<file path="config.mk">
export PLATFORM = sky130hd
export DESIGN_NAME = uart_tx_buffered
export DESIGN_NICKNAME = d
export VERILOG_FILES = /design/src/rtl/uart_tx_buffered.sv
export SDC_FILE = /design/constraint.sdc
export NUM_CORES = 1
export LEC_CHECK = 0
export ABC_AREA = 1
export ABC_CLOCK_PERIOD_IN_PS = 3000
export BUFFER_PORTS_ARGS = -buffer_cell sky130_fd_sc_hd__buf_2
export CAP_MARGIN = 40
export CORE_MARGIN = 2
export CORE_UTILIZATION = 61
export CTS_CLUSTER_DIAMETER = 120
export CTS_CLUSTER_SIZE = 16
export DETAILED_ROUTE_END_ITERATION = 7
export PLACE_DENSITY = 0.91
export SLEW_MARGIN = 10
export SYNTH_ARGS = -nofsm -noshare
export SYNTH_HDL_FRONTEND = slang
export SYNTH_SLANG_ARGS = --single-unit
</file>
<file path="constraint.sdc">
create_clock -name clk -period 3 [get_ports clk]
set_input_delay 0.3 -clock clk [delete_from_list [all_inputs] [get_ports clk]]
set_output_delay 0.3 -clock clk [all_outputs]
set_load 0.02 [all_outputs]
</file>
<file path="src/rtl/uart_tx_buffered.sv">
// uart_tx_buffered
// Buffered 8N1 UART transmitter. Bytes arrive over a valid/ready handshake,
// are queued in a small FIFO and are then sent on o_tx. Queued bytes are
// sent back to back, so nothing is lost while a frame is on the line.
//
// Ports
//   clk           system clock
//   i_reset       synchronous, active-high reset; aborts any frame in progress
//   i_data[0:7]   byte to send (i_data[0] is the MSB, i_data[7] is the LSB)
//   i_valid       i_data is valid this cycle
//   o_ready       FIFO can accept a byte this cycle
//   o_tx          serial line, idle high, LSB first
//   o_busy        a frame is in progress
//   o_fifo_count  bytes queued, not counting the byte currently being sent
module uart_tx_buffered #(
  parameter int CLKS_PER_BIT = 868,
  parameter int FIFO_DEPTH   = 8,
  parameter int CW           = $clog2(FIFO_DEPTH) + 1
) (
  input  logic          clk,
  input  logic          i_reset,
  input  logic [0:7]    i_data,
  input  logic          i_valid,
  output logic          o_ready,
  output logic          o_tx,
  output logic          o_busy,
  output logic [CW-1:0] o_fifo_count
);

  localparam int PW = $clog2(FIFO_DEPTH);
  localparam int TW = $clog2(CLKS_PER_BIT);
  localparam logic [TW-1:0] TIMER_LAST = TW'(CLKS_PER_BIT - 1);
  localparam logic [CW-1:0] COUNT_FULL = CW'(FIFO_DEPTH);

  typedef enum logic [1:0] {
    S_IDLE,
    S_START,
    S_DATA,
    S_STOP
  } state_t;

  state_t        r_state;
  state_t        w_next_state;
  logic [PW-1:0] r_wr_ptr;
  logic [PW-1:0] r_rd_ptr;
  logic [CW-1:0] r_count;
  logic [7:0]    r_mem [FIFO_DEPTH];
  logic [7:0]    r_shift;
  logic [TW-1:0] r_bit_timer;
  logic [2:0]    r_bit_idx;

  logic w_push;
  logic w_pop;
  logic w_timer_done;
  logic w_last_bit;
  logic w_fifo_nonempty;

  assign w_fifo_nonempty = (r_count != '0);
  assign w_timer_done    = (r_bit_timer == TIMER_LAST);
  assign w_last_bit      = (r_bit_idx == 3'd7);

  // A full FIFO refuses a push even when a pop happens on the same edge.
  assign o_ready = (r_count != COUNT_FULL);
  assign w_push  = i_valid && o_ready;

  // Next-state logic. A pop happens either from IDLE or in the final STOP
  // cycle; popping in STOP chains straight into the next START bit with
  // no idle gap on the line.
  always_comb begin
    w_next_state = r_state;
    w_pop        = 1'b0;
    case (r_state)
      S_IDLE: begin
        if (w_fifo_nonempty) begin
          w_pop        = 1'b1;
          w_next_state = S_START;
        end
      end
      S_START: begin
        if (w_timer_done) begin
          w_next_state = S_DATA;
        end
      end
      S_DATA: begin
        if (w_timer_done && w_last_bit) begin
          w_next_state = S_STOP;
        end
      end
      S_STOP: begin
        if (w_timer_done) begin
          if (w_fifo_nonempty) begin
            w_pop        = 1'b1;
            w_next_state = S_START;
          end else begin
            w_next_state = S_IDLE;
          end
        end
      end
      default: begin
        w_next_state = S_IDLE;
      end
    endcase
  end

  // State register.
  always_ff @(posedge clk) begin
    if (i_reset) begin
      r_state <= S_IDLE;
    end else begin
      r_state <= w_next_state;
    end
  end

  // Bit timer and bit index. Both restart from zero whenever the state
  // changes; inside DATA the index advances at the end of each bit.
  always_ff @(posedge clk) begin
    if (i_reset || (w_next_state != r_state)) begin
      r_bit_timer <= '0;
      r_bit_idx   <= '0;
    end else if (r_state == S_IDLE) begin
      r_bit_timer <= '0;
      r_bit_idx   <= '0;
    end else if (w_timer_done) begin
      r_bit_timer <= '0;
      if (r_state == S_DATA) begin
        r_bit_idx <= r_bit_idx + 3'd1;
      end
    end else begin
      r_bit_timer <= r_bit_timer + 1'b1;
    end
  end

  // Shift register. The head byte is loaded on a pop and shifted right
  // after each data bit, so bit 0 is always the bit on the line.
  always_ff @(posedge clk) begin
    if (i_reset) begin
      r_shift <= '0;
    end else if (w_pop) begin
      r_shift <= r_mem[r_rd_ptr];
    end else if ((r_state == S_DATA) && w_timer_done) begin
      r_shift <= {1'b0, r_shift[7:1]};
    end
  end

  // FIFO storage. It needs no reset because the pointers and count define
  // which entries are valid. Assigning i_data[0:7] to the [7:0] entry keeps
  // the numeric value, so i_data[7] lands in bit 0 and is sent first.
  always_ff @(posedge clk) begin
    if (w_push) begin
      r_mem[r_wr_ptr] <= i_data;
    end
  end

  // FIFO pointers and occupancy. Pointers wrap naturally because the depth
  // is a power of two.
  always_ff @(posedge clk) begin
    if (i_reset) begin
      r_wr_ptr <= '0;
      r_rd_ptr <= '0;
      r_count  <= '0;
    end else begin
      if (w_push) begin
        r_wr_ptr <= r_wr_ptr + 1'b1;
      end
      if (w_pop) begin
        r_rd_ptr <= r_rd_ptr + 1'b1;
      end
      case ({w_push, w_pop})
        2'b10:   r_count <= r_count + 1'b1;
        2'b01:   r_count <= r_count - 1'b1;
        default: r_count <= r_count;
      endcase
    end
  end

  assign o_tx         = (r_state == S_START) ? 1'b0 :
                        (r_state == S_DATA)  ? r_shift[0] : 1'b1;
  assign o_busy       = (r_state != S_IDLE);
  assign o_fifo_count = r_count;

endmodule

</file>
== Word-level counts from Yosys, hierarchy flattened ==
Memories as Yosys holds them, arrays and structs flattened. A register that Yosys moved wholly into a read port is not among the register bits.
Cells that the tools add are included.

* Flip-flop bits (word level): 33
* Memory bits (writable): 64
* Input bits: 11
* Output and inout bits: 7
* Word-level logic and storage cells: 53
* Memories kept: 1

* Add/sub/neg operators: 6
* Eq/ne operators: 9
* Multiplexer cells: 18
* Reductions and logical operators: 12

{| class="wikitable"
|+ Memory list
! name !! words !! width !! read ports !! clocked after memory_dff !! wr ports !! line !! source
|-
| r_mem || 8 || 8 || 1 || 1 || 1 || 47 || <nowiki>logic [7:0] r_mem [FIFO_DEPTH];</nowiki>
|}

{| class="wikitable"
|+ Operators by type and width
! cell !! number
|-
| $mux W8 || 2
|-
| $add A10 B1 Y10 const B || 1
|-
| $eq A10 B10 Y1 const B || 1
|-
| $add A3 B1 Y3 const B || 3
|-
| $mux W2 || 4
|-
| $pmux W2 S4 || 1
|-
| $pmux W4 S2 || 1
|-
| $mux W1 || 7
|-
| $eq A2 B2 Y1 const B || 3
|-
| $mux W3 || 2
|-
| $reduce_bool A2 Y1 || 3
|-
| $add A4 B1 Y4 const B || 1
|-
| $eq A2 B1 Y1 const B || 2
|-
| $ne A4 B4 Y1 const B || 1
|-
| $reduce_bool A4 Y1 || 1
|-
| $sub A4 B1 Y4 const B || 1
|-
| $eq A3 B3 Y1 const B || 1
|-
| $logic_and A1 B1 Y1 || 3
|-
| $reduce_or A3 Y1 || 1
|-
| $logic_not A2 Y1 || 1
|-
| $ne A2 B2 Y1 || 1
|-
| $pmux W1 S2 || 1
|-
| $reduce_and A2 Y1 || 1
|-
| $reduce_or A2 Y1 || 1
|-
| $logic_or A1 B1 Y1 || 1
|}

== Logic depth before layout (Yosys ltp) ==
Gate-level depths: netlist of the first run.

* Word-level depth: 7
* Gate-level depth with buffers: 15
* Depth with buffers taken out: 14

== Least setup slack after synthesis of the first run ==
OpenSTA, ideal clock, no wires.

* Path kind: reg-to-reg
* Start: reg r_bit_timer[0]
* End: reg r_count[2], in the netlist o_fifo_count[2]
* Library setup time: 0.115 ns
* Arrival: 2.247 ns
* Required time: 2.885 ns
* Setup slack: 0.638 ns
* Cell stages (with the launch flop): 16
* Path buffers: 1
* Period minus slack after synthesis: 2.362 ns
* Cells stage by stage: dfxtp_1 -> ha_1 -> nand2_1 -> nor2_4 -> nand2_4 -> o21ai_1 -> nand2_1 -> inv_2 -> buf_2 -> ha_1 -> xor2_1 -> ha_1 -> a21oi_1 -> xor2_1 -> o21ai_0 -> inv_1

* Longest elaborated chain between the ends: 5
* Elaborated cells on any way between the ends: 7
* Classes of those cells: eq/ne (3); mux (3); reduce/logical (1)

{| class="wikitable"
|+ RTL lines
! what !! line !! source
|-
| start: declaration || 49 || <nowiki>logic [TW-1:0] r_bit_timer;</nowiki>
|-
| start signal: assignment || 129 || <nowiki>r_bit_timer <= r_bit_timer + 1'b1;</nowiki>
|-
| $eq A10 B10 Y1 (*) || 59 || <nowiki>assign w_timer_done = (r_bit_timer == TIMER_LAST);</nowiki>
|-
| $mux W1 (*) || 90 || <nowiki>if (w_timer_done) begin</nowiki>
|-
| $pmux W1 S2 (*) || 72 || <nowiki>case (r_state)</nowiki>
|-
| $eq A2 B1 Y1 / $eq A2 B2 Y1 (equally long branches) || 168 || <nowiki>case ({w_push, w_pop})</nowiki>
|-
| $pmux W4 S2 / $reduce_bool A2 Y1 (equally long branches) || - ||
|-
| end signal: assignment || 169 || <nowiki>2'b10: r_count <= r_count + 1'b1;</nowiki>
|-
| end signal: assignment || 170 || <nowiki>2'b01: r_count <= r_count - 1'b1;</nowiki>
|-
| end signal: assignment || 171 || <nowiki>default: r_count <= r_count;</nowiki>
|-
| end: declaration || 46 || <nowiki>logic [CW-1:0] r_count;</nowiki>
|}

Every way passes the cells marked *; elsewhere a longest branch is shown, timed or not.
A chain may end at the register's enable or synchronous reset.

== Worst setup path after layout of the first run ==
Ends and elaborated chain as after synthesis.

==> parameters.txt, run 1 <==
Parameter                              Value

Outcome
  Run status ... complete, no violations

Synthesis
  Distinct cell type count after synthesis ... 35
  Top cells by area, synth ... edfxtp_1 (45%), dfxtp_1 (17%), nand2_1 (6.4%)
  Synthesized area per cell ... roughly 10 µm²
  Area share of the largest cell type after synthesis ... between 40 and 50%
  Post-Synthesis Cells ... between 400 and 500
  Share of synthesized registers carrying an async set or reset ... 0%
  Number of synthesis warnings ... 0
  Dominant cell by count in the synthesized netlist ... nand2_1
  Share of synthesized area occupied by flip-flops and latches ... between 60% and 70%
  Number of storage elements in the synthesis netlist ... 100
  Synth top cells by count ... nand2_1 (73), edfxtp_1 (64), nor2_1 (50)
  EDFF count, synth ... 64
  Area of the mapped netlist ... between 4000 and 5000 µm²
  Net count after synthesis ... roughly 440
  Main flop type after synthesis ... edfxtp_1
  Post-synthesis cell type with the largest combined area ... edfxtp_1

Power
  Maximum VDD drop ... 0.619 mV
  Pwr per Cell Area ... just over 800 nW/µm²
  Leakage power total ... around 1.7 nW

Finish
  N_diodes ... 0
  Proportion of layout cells with a drive suffix above 1 ... between 10 and 15%
  Fin nets ... roughly 460
  Area added between synthesis and finish ... 9.47%

Timing
  Total count of max-transition violations in the final report ... 0
  Setup clock skew after layout ... 0.0111 ns
  Worst slew margin relative to its limit ... a little over two fifths
  Final setup TNS ... 0 ns
  Measured slew at the worst slew-check pin ... 0.864 ns
  Unrepaired setup endpoints after global routing ... no
  F_max ... between 300 and 400 MHz
  Final-report setup violation count ... 0
  Final worst setup slack ... 0.364 ns
  Time the final worst path needs with I/O delays and setup ... approximately 2.6 ns
  Portion of the clock cycle consumed by the worst path in the final layout ... approximately 88%
  Number of hold violations in the final report ... 0

Global route
  Initial antenna violation count ... 0
  GRT overflow ... 0
  First-pass GRT wire length ... about 14000 µm
  GRT Util Overall ... between 20% and 30%
  Maximum number of pins on one net before global-route repair ... 34
  Via count of the first global-routing pass ... 3018

Route
  Final routed wire length divided by cell count ... 16.4 µm
  Residual DRC count ... 0
  Vias after detailed routing ... ~3100
  Wire length reported by the detailed router ... about 8800 µm
  Via-to-Cell Ratio ... roughly 5.8
  Iteration count of the initial detailed-routing pass ... 5
  Antenna-violating nets left ... 0
  Iteration-0 DRC Markers ... between 300 and 400

Worst setup path
  Worst setup SP type ... register
  CP Buf/Inv Count ... 2
  Arrival time reported for the critical path endpoint ... just under 3 ns
  Most used cell along the critical path ... ha_1
  Ordered cell list for the critical path ... ha_1 > nand2_1 > nor2_4 > nand2_4 > o21ai_1 > nand2_1 > inv_2 > ha_1 > xor2_1 > ha_1 > a21oi_1 > xor2_1 > o21ai_0 > inv_1
  Slowest cell on the critical path ... dfxtp_1
  Required time worst endpoint ... 3.26 ns
  Highest net fanout along the worst path ... 12
  Setup Crit Path Kind ... register to register
  Largest incremental delay on the critical path ... around 0.4 ns
  Largest delay share family, worst path ... adder cells
  Nature of the critical path endpoint ... register

Clock tree
  H-tree depth ... 3
  Buffers inserted during post-CTS setup optimization ... 0
  Insertion delay to the later sink of the worst-skew pair ... 0.37 ns
  Cts bufs inserted ... 9
  Post-cts hold buffer count ... 0
  Master cell of the clock root buffer ... clkbuf_8
  Max clock buf depth ... 2
  TritonCTS clock tree ... yes
  Clk sinks ... 100
  PostCTS Resize Cnt ... 0
  Clock-pin slew on the worst setup and hold paths ... about 0.10 ns

Die
  Cell row count ... 30
  Vertical extent of the die ... 87.9 µm
  Ports placed on the boundary ... 18
  Die width ... 87.9 µm
  Core footprint ... just under 7000 µm²
  Effective utilization at floorplan ... a little over three fifths
  Die area ... about 7700 µm²

Min path
  Worst Hold Class ... input port to register

Place
  Port Buffer Count ... 17
  HPWL after detailed placement ... roughly 5700 µm
  Routability congestion estimate from global placement ... between 0.7 and 0.8
  Worst slack after detailed placement ... 0.419 ns

Run
  Number of violations of the max-capacitance limit ... 0
path summary, 6_finish.rpt:
| kind | from | endpoint | slack, ns | depth (start not counted) |
|---|---|---|---|---|
| hold / removal | i_data[3] | r_mem[7][4] | 0.20 | 1 |
| setup reg to reg | r_bit_timer[0] | o_fifo_count[2] | 0.36 | 14 |
| setup / recovery | r_bit_timer[0] | o_fifo_count[2] | 0.36 | 14 |
| hold reg to reg | r_bit_timer[0] | r_bit_timer[0] | 0.49 | 1 |
stage by stage:
step                      util [%]  power [mW]  hold slack [ns]  instances  instance area [µm²]
after floorplan                  -        2.60            0.399        418                 4300
after global placement        66.1        2.84            0.439        523                 4490
after detailed placement      66.1        2.93            0.471        523                 4490
after CTS                     69.1        3.79            0.190        539                 4690
after global routing          69.2        4.03            0.189        540                 4700
final                         69.2        3.81            0.199        540                 4700
metal layers:
| layer | share of wire, % | up-vias | routed length, µm | GRT usage, % |
|---|---|---|---|---|
| met5 | 0 | - | 0 | 0 |
| met4 | 2.7 | 0 | 237 | 12.2 |
| met3 | 6.4 | 27 | 564 | 5.18 |
| met2 | 50 | 120 | 4410 | 39.6 |
| met1 | 41 | 1508 | 3630 | 31.9 |
| li1 | - | 1488 | - | - |
registers in the layout (all words and copies together), names as in the netlist, named ones only:
register,count
r_mem,64
r_bit_timer,10
r_shift,8
o_fifo_count,4
r_bit_idx,3
r_rd_ptr,3
r_wr_ptr,3
r_state,2
cell type report:
class | instances | area, µm²
Timing Repair Buffer | 24 | 138
Multi-Input combinational cell | 275 | 1490
Fill cell | 462 | 2090
Sequential cell | 100 | 2640
Tap cell | 96 | 120
Clock buffer | 9 | 124
Inverter | 29 | 109
Clock inverter | 7 | 80.1
kinds of logic (layout without fill, tap and decap cells):
logic type,after synthesis,in the layout,synth area share (%)
buffers and inverters,43,69,3.82
flip-flops,100,100,61.5
AO/OA/AOI/OAI,74,74,9.64
XOR/XNOR,12,12,2.45
multiplexers,2,2,0.524
AND/OR/NAND/NOR,175,175,18.6
adder cells (fa/ha/maj),12,12,3.50
report_power, final:
group / leakage, nW / internal, mW / switching (mW)
clock network: 0.104 / 0.399 / 0.481
registers: 0.874 / 1.61 / 0.111
logic: 0.745 / 0.385 / 0.823
total: 1.72 / 2.39 / 1.42
layout by cell type, fill, tap and decap left out, drive strengths merged, types with 2 or more instances in the layout:
cell	netlist	layout
nor2	63	63
dfxtp	36	36
a32o	2	2
xor2	8	8
ha	12	12
a21oi	14	14
clkinv	0	2
clkbuf	11	9
edfxtp	64	64
o22ai	14	14
mux2	2	2
nand3	21	21
xnor2	4	4
a31oi	7	7
o21ai	34	34
nor3	4	4
nand4	4	4
nor3b	4	4
inv	29	33
buf	3	24
nand2	76	76
Note: power is estimated with default switching activity, not from simulation.
==> inputs of run 2 (changes only) <==
--- a/config.mk
+++ b/config.mk
@@ -15,6 +15,7 @@
 export CTS_CLUSTER_SIZE = 16
 export DETAILED_ROUTE_END_ITERATION = 7
 export PLACE_DENSITY = 0.91
+export REMOVE_ABC_BUFFERS = 1
 export SLEW_MARGIN = 10
 export SYNTH_ARGS = -nofsm -noshare
 export SYNTH_HDL_FRONTEND = slang
==> parameters.txt, run 2 (same netlist as run 1, synthesis figures left out) <==
Parameter                              Value

Place
  Area after DPL ... roughly 4500 µm²
  Worst slack after detailed placement ... ~0.48 ns
  Cell count after placement ... about 530
  Port Buffer Count ... 17
  HPWL after detailed placement ... around 5600 µm
  Routability congestion estimate from global placement ... ~0.89

Route
  Iteration count of the initial detailed-routing pass ... 7
  Residual DRC count ... 0
  Vias after detailed routing ... between 3000 and 4000
  Wire length reported by the detailed router ... about 8600 µm
  Final routed wire length divided by cell count ... 15.9 µm
  Via-to-Cell Ratio ... 5.75
  Iteration-0 DRC Markers ... ~220
  Antenna-violating nets left ... 0

Clock tree
  PostCTS Resize Cnt ... 0
  H-tree depth ... 3
  Master cell of the clock root buffer ... clkbuf_8
  Buffers inserted during post-CTS setup optimization ... 0
  Post-cts hold buffer count ... 0
  Cts bufs inserted ... 9
  Clk sinks ... 100
  TritonCTS clock tree ... yes
  Insertion delay to the later sink of the worst-skew pair ... 0.36 ns
  Clock-pin slew on the worst setup and hold paths ... approximately 0.10 ns
  Max clock buf depth ... 2

Timing
  Number of hold violations in the final report ... 0
  Final setup TNS ... 0 ns
  Portion of the clock cycle consumed by the worst path in the final layout ... between 80% and 90%
  Worst slew margin relative to its limit ... about two fifths
  Time the final worst path needs with I/O delays and setup ... between 2 and 3 ns
  Unrepaired setup endpoints after global routing ... no
  Setup clock skew after layout ... a little under 0.007 ns
  Measured slew at the worst slew-check pin ... approximately 0.9 ns
  Final worst setup slack ... 0.438 ns
  Final-report setup violation count ... 0
  Total count of max-transition violations in the final report ... 0
  F_max ... roughly 400 MHz

Global route
  Initial antenna violation count ... 0
  GRT Util Overall ... around a quarter
  Maximum number of pins on one net before global-route repair ... 33
  Via count of the first global-routing pass ... 2884
  First-pass GRT wire length ... 13600 µm
  GRT overflow ... 0

Finish
  Most common cell after layout, fill and taps aside ... nand2_1
  N_diodes ... 0
  Final design area excluding fillers ... 4700 µm²
  Number of flip-flops under the largest register name ... 64
  Finished Layout Cells ... ~540
  Biggest register ... r_mem
  Proportion of layout cells with a drive suffix above 1 ... approximately 15%
  Area added between synthesis and finish ... 9.47%
  Regs by FF count ... r_mem (64), r_bit_timer (10), r_shift (8)
  Commonest cells after routing, fill and taps aside ... nand2_1 (73), edfxtp_1 (64), nor2_1 (50), dfxtp_1 (36), o21ai_1 (27)
  Fin nets ... around 470
  Final core utilization ... 69.2%

Power
  Pwr per Cell Area ... 788 nW/µm²
  Leakage power total ... ~1.7 nW
  Maximum VDD drop ... about 0.57 mV

Worst setup path
  Launching instance or port of the critical path ... r_bit_timer[0]
  Slack of the worst reg-to-reg path ... 0.44 ns
  Critical Path End ... o_fifo_count[2]
  Destination of the worst register-to-register timing path ... o_fifo_count[2]
  Worst setup SP type ... register
  R2R cell count ... 14
  Arrival time reported for the critical path endpoint ... 2.83 ns
  Setup Crit Path Kind ... register to register
  Required time worst endpoint ... 3.27 ns
  Startpoint of the worst-slack reg-to-reg timing path ... r_bit_timer[0]
  Highest net fanout along the worst path ... 12
  Nature of the critical path endpoint ... register

Die
  Vertical extent of the die ... around 88 µm
  Effective utilization at floorplan ... 63.2%
  Cell row count ... 30
  Die width ... 87.9 µm
  Die area ... ~7700 µm²
  Ports placed on the boundary ... 18
  Core footprint ... 6790 µm²

Run
  Number of violations of the max-capacitance limit ... 0

Min path
  Worst Hold Class ... input port to register
  Worst hold path stage count ... 1

Outcome
  Run status ... complete, no violations
run 2: worst min-delay path by stage:
stage / start / endpoint / slack [ns]
2_1_floorplan: i_reset / register / 0.37
5_1_grt: i_data[6] / r_mem[1][1] / 0.18
4_1_cts: i_data[2] / r_mem[0][5] / 0.19
3_3_place_gp: r_bit_timer[0] / r_bit_timer[0] / 0.44
3_5_place_dp: r_bit_timer[0] / r_bit_timer[0] / 0.46
6_report: i_data[4] / r_mem[7][3] / 0.19
run 2: report_power, final:
part,switching (mW),internal [mW]
combinational,0.800,0.388
clock,0.484,0.316
sequential,0.112,1.61
total,1.40,2.31
run 2: worst max-delay path: stages (launching register included):
cell	delay [ns]
dfxtp_1	0.40
ha_1	0.24
nand2_1	0.11
nor2_4	0.14
nand2_4	0.09
o21ai_1	0.12
nand2_1	0.08
inv_2	0.19
ha_1	0.26
xor2_1	0.22
ha_1	0.18
a21oi_1	0.04
xor2_1	0.16
o21ai_0	0.17
inv_1	0.05
run 2: layout make-up:
class                           instances  area, µm²
Clock buffer                            9        124
Clock inverter                          6       57.6
Fill cell                             469       2090
Inverter                               29        109
Multi-Input combinational cell        275       1490
Sequential cell                       100       2640
Tap cell                               96        120
Timing Repair Buffer                   27        160
run 2: layer usage:
metal,vias up,global-route usage [%],routed length (µm)
met3,21,6.50,591
met2,123,40.9,4420
li1,1489,-,-
met1,1481,29.1,3440
met5,-,0,0
met4,0,7.27,172
run 2: through the flow:
step / hold WS (ns) / total power [mW]
detailed placement: 0.457 / 2.92
CTS: 0.186 / 3.69
global route: 0.183 / 3.93
floorplan: 0.369 / 2.57
global placement: 0.439 / 2.84
finish: 0.193 / 3.71
==> inputs of run 3 (changes only) <==
--- a/config.mk
+++ b/config.mk
@@ -10,11 +10,11 @@
 export BUFFER_PORTS_ARGS = -buffer_cell sky130_fd_sc_hd__buf_2
 export CAP_MARGIN = 40
 export CORE_MARGIN = 2
-export CORE_UTILIZATION = 61
+export CORE_UTILIZATION = 46
 export CTS_CLUSTER_DIAMETER = 120
 export CTS_CLUSTER_SIZE = 16
 export DETAILED_ROUTE_END_ITERATION = 7
-export PLACE_DENSITY = 0.91
+export PLACE_DENSITY = 0.74
 export REMOVE_ABC_BUFFERS = 1
 export SLEW_MARGIN = 10
 export SYNTH_ARGS = -nofsm -noshare
==> constraint.sdc (replaced) <==
create_clock -name clk -period 3 [get_ports clk]
set_input_delay 0.6 -clock clk [delete_from_list [all_inputs] [get_ports clk]]
set_output_delay 0.6 -clock clk [all_outputs]
set_load 0.02 [all_outputs]
==> parameters.txt, run 3 (same netlist as run 1, synthesis figures left out) <==
Parameter                              Value

Timing
  Final worst setup slack ... 0.613 ns
  Number of hold violations in the final report ... 0
  Measured slew at the worst slew-check pin ... about 0.8 ns
  F_max ... between 400 and 500 MHz
  Unrepaired setup endpoints after global routing ... no
  Worst slew margin relative to its limit ... a little under half
  Final setup TNS ... 0 ns
  Setup clock skew after layout ... 0.00913 ns
  Total count of max-transition violations in the final report ... 0
  Time the final worst path needs with I/O delays and setup ... about 2.4 ns
  Portion of the clock cycle consumed by the worst path in the final layout ... between 70% and 80%
  Final-report setup violation count ... 0

Worst setup path
  Nature of the critical path endpoint ... register
  Slowest cell on the critical path ... dfxtp_1
  Required time worst endpoint ... between 3 and 4 ns
  Highest net fanout along the worst path ... 5
  Setup Crit Path Kind ... register to register
  Arrival time reported for the critical path endpoint ... 2.66 ns
  Worst setup SP type ... register
  Ordered cell list for the critical path ... ha_1 > nand2_1 > nor2_4 > nand2_4 > o21ai_1 > nand2_1 > inv_2 > ha_1 > xor2_1 > ha_1 > a21oi_1 > xor2_1 > o21ai_0 > inv_1
  Most used cell along the critical path ... ha_1
  Largest incremental delay on the critical path ... approximately 0.38 ns

Route
  Wire length reported by the detailed router ... roughly 8000 µm
  Residual DRC count ... 0
  Via-to-Cell Ratio ... between 5 and 6
  Antenna-violating nets left ... 0
  Iteration count of the initial detailed-routing pass ... 4
  Iteration-0 DRC Markers ... 195
  Vias after detailed routing ... between 2000 and 3000
  Final routed wire length divided by cell count ... approximately 14 µm

Clock tree
  H-tree depth ... 3
  Post-cts hold buffer count ... 0
  Master cell of the clock root buffer ... clkbuf_8
  Max clock buf depth ... 2
  Clk sinks ... 100
  Clock-pin slew on the worst setup and hold paths ... about 0.1 ns
  Insertion delay to the later sink of the worst-skew pair ... 0.37 ns
  TritonCTS clock tree ... yes
  Cts bufs inserted ... 9
  Buffers inserted during post-CTS setup optimization ... 0
  PostCTS Resize Cnt ... 0

Place
  Port Buffer Count ... 17
  Worst slack after detailed placement ... around 0.64 ns
  Cell count after placement ... between 500 and 600
  Routability congestion estimate from global placement ... 0.834
  HPWL after detailed placement ... ~5300 µm

Finish
  Fin nets ... between 400 and 500
  FILL cells ... about 780
  Biggest register ... r_mem
  N_diodes ... 0
  Proportion of layout cells with a drive suffix above 1 ... ~16%
  Finished Layout Cells ... around 560
  Regs by FF count ... r_mem (64), r_bit_timer (10), r_shift (8)
  Number of flip-flops under the largest register name ... between 60 and 70
  Area added between synthesis and finish ... 10.1%
  Commonest cells after routing, fill and taps aside ... nand2_1 (73), edfxtp_1 (64), nor2_1 (50), dfxtp_1 (36), o21ai_1 (27)
  Most common cell after layout, fill and taps aside ... nand2_1

Die
  Die width ... a little over 100 µm
  Core footprint ... just over 9000 µm²
  Cell row count ... 35
  Effective utilization at floorplan ... a little under half
  Vertical extent of the die ... approximately 100 µm
  Die area ... 10100 µm²
  Ports placed on the boundary ... 18

Global route
  Global-route track usage on met3 ... 2.08%
  Maximum number of pins on one net before global-route repair ... 34
  Met1 layer usage reported by global route ... between 20 and 25%
  First-pass GRT wire length ... ~13000 µm
  Initial antenna violation count ... 0
  GRT Util Overall ... between 10% and 20%
  GRT overflow ... 0
  Via count of the first global-routing pass ... between 2000 and 3000
  Met2 Usage GRT ... between 20% and 30%
  Most congested layer reported by global routing ... met2

Power
  Total chip power ... 3.70 mW
  Pwr per Cell Area ... around 780 nW/µm²
  Leakage power total ... 1.73 nW
  Maximum VDD drop ... around 0.57 mV

Run
  Number of violations of the max-capacitance limit ... 0

Min path
  Worst Hold Class ... register to register

Outcome
  Run status ... complete, no violations
-- run 3: cell count changes in the layout (fill, tap and decap cells not counted), sizes merged --
cell and delta:
buf +1, clkinvlp +2, clkinv -1
-- run 3: critical path, delay by kind of cell, from the launching register on --
kind            cells  cell delay (ns)
fa+ha+maj           3             0.60
xor+xnor            2             0.40
simple gates        4             0.44
compound gates      3             0.35
buf+inv             2             0.11
flops               1             0.38
-- run 3: path summary, 6_finish.rpt --
kind	slack, ns	from	to	depth (start not counted)
worst max-delay path	0.61	r_bit_timer[0]	o_fifo_count[2]	14
worst max register to register	0.61	r_bit_timer[0]	o_fifo_count[2]	14
worst min register to register	0.47	r_bit_timer[0]	r_bit_timer[0]	1
worst min-delay path	0.47	r_bit_timer[0]	r_bit_timer[0]	1
-- run 3: report_power, final --
part           switching [mW]  internal [mW]  total, mW
registers               0.103           1.61       1.71
clock network           0.484          0.314      0.798
logic                   0.787          0.400       1.19
total                    1.37           2.32       3.70
-- run 3: per-stage QoR --
step / utilization (%) / cell area [µm²] / hold WS (ns)
floorplan: - / 4240 / 0.428
global placement: 49.6 / 4540 / 0.438
detailed placement: 49.7 / 4550 / 0.448
CTS: 51.7 / 4730 / 0.473
global route: 51.7 / 4730 / 0.488
finish: 51.7 / 4730 / 0.467
-- run 3: layout make-up --
type | count | area, µm² | area share [%]
clock inverters | 7 | 58.8 | 1.24
repair buffers | 28 | 168 | 3.54
clock buffers | 9 | 124 | 2.62
inverters | 29 | 109 | 2.30
flip-flops and latches | 100 | 2640 | 55.9
well taps | 111 | 139 | 2.94
multi-input cells | 275 | 1490 | 31.5
-- run 3: per-layer routing --
| layer | vias to the layer above | wire length (µm) |
|---|---|---|
| li1 | 1490 | - |
| met1 | 1397 | 3590 |
| met2 | 63 | 3970 |
| met3 | 9 | 406 |
| met4 | 0 | 101 |
| met5 | - | 0 |
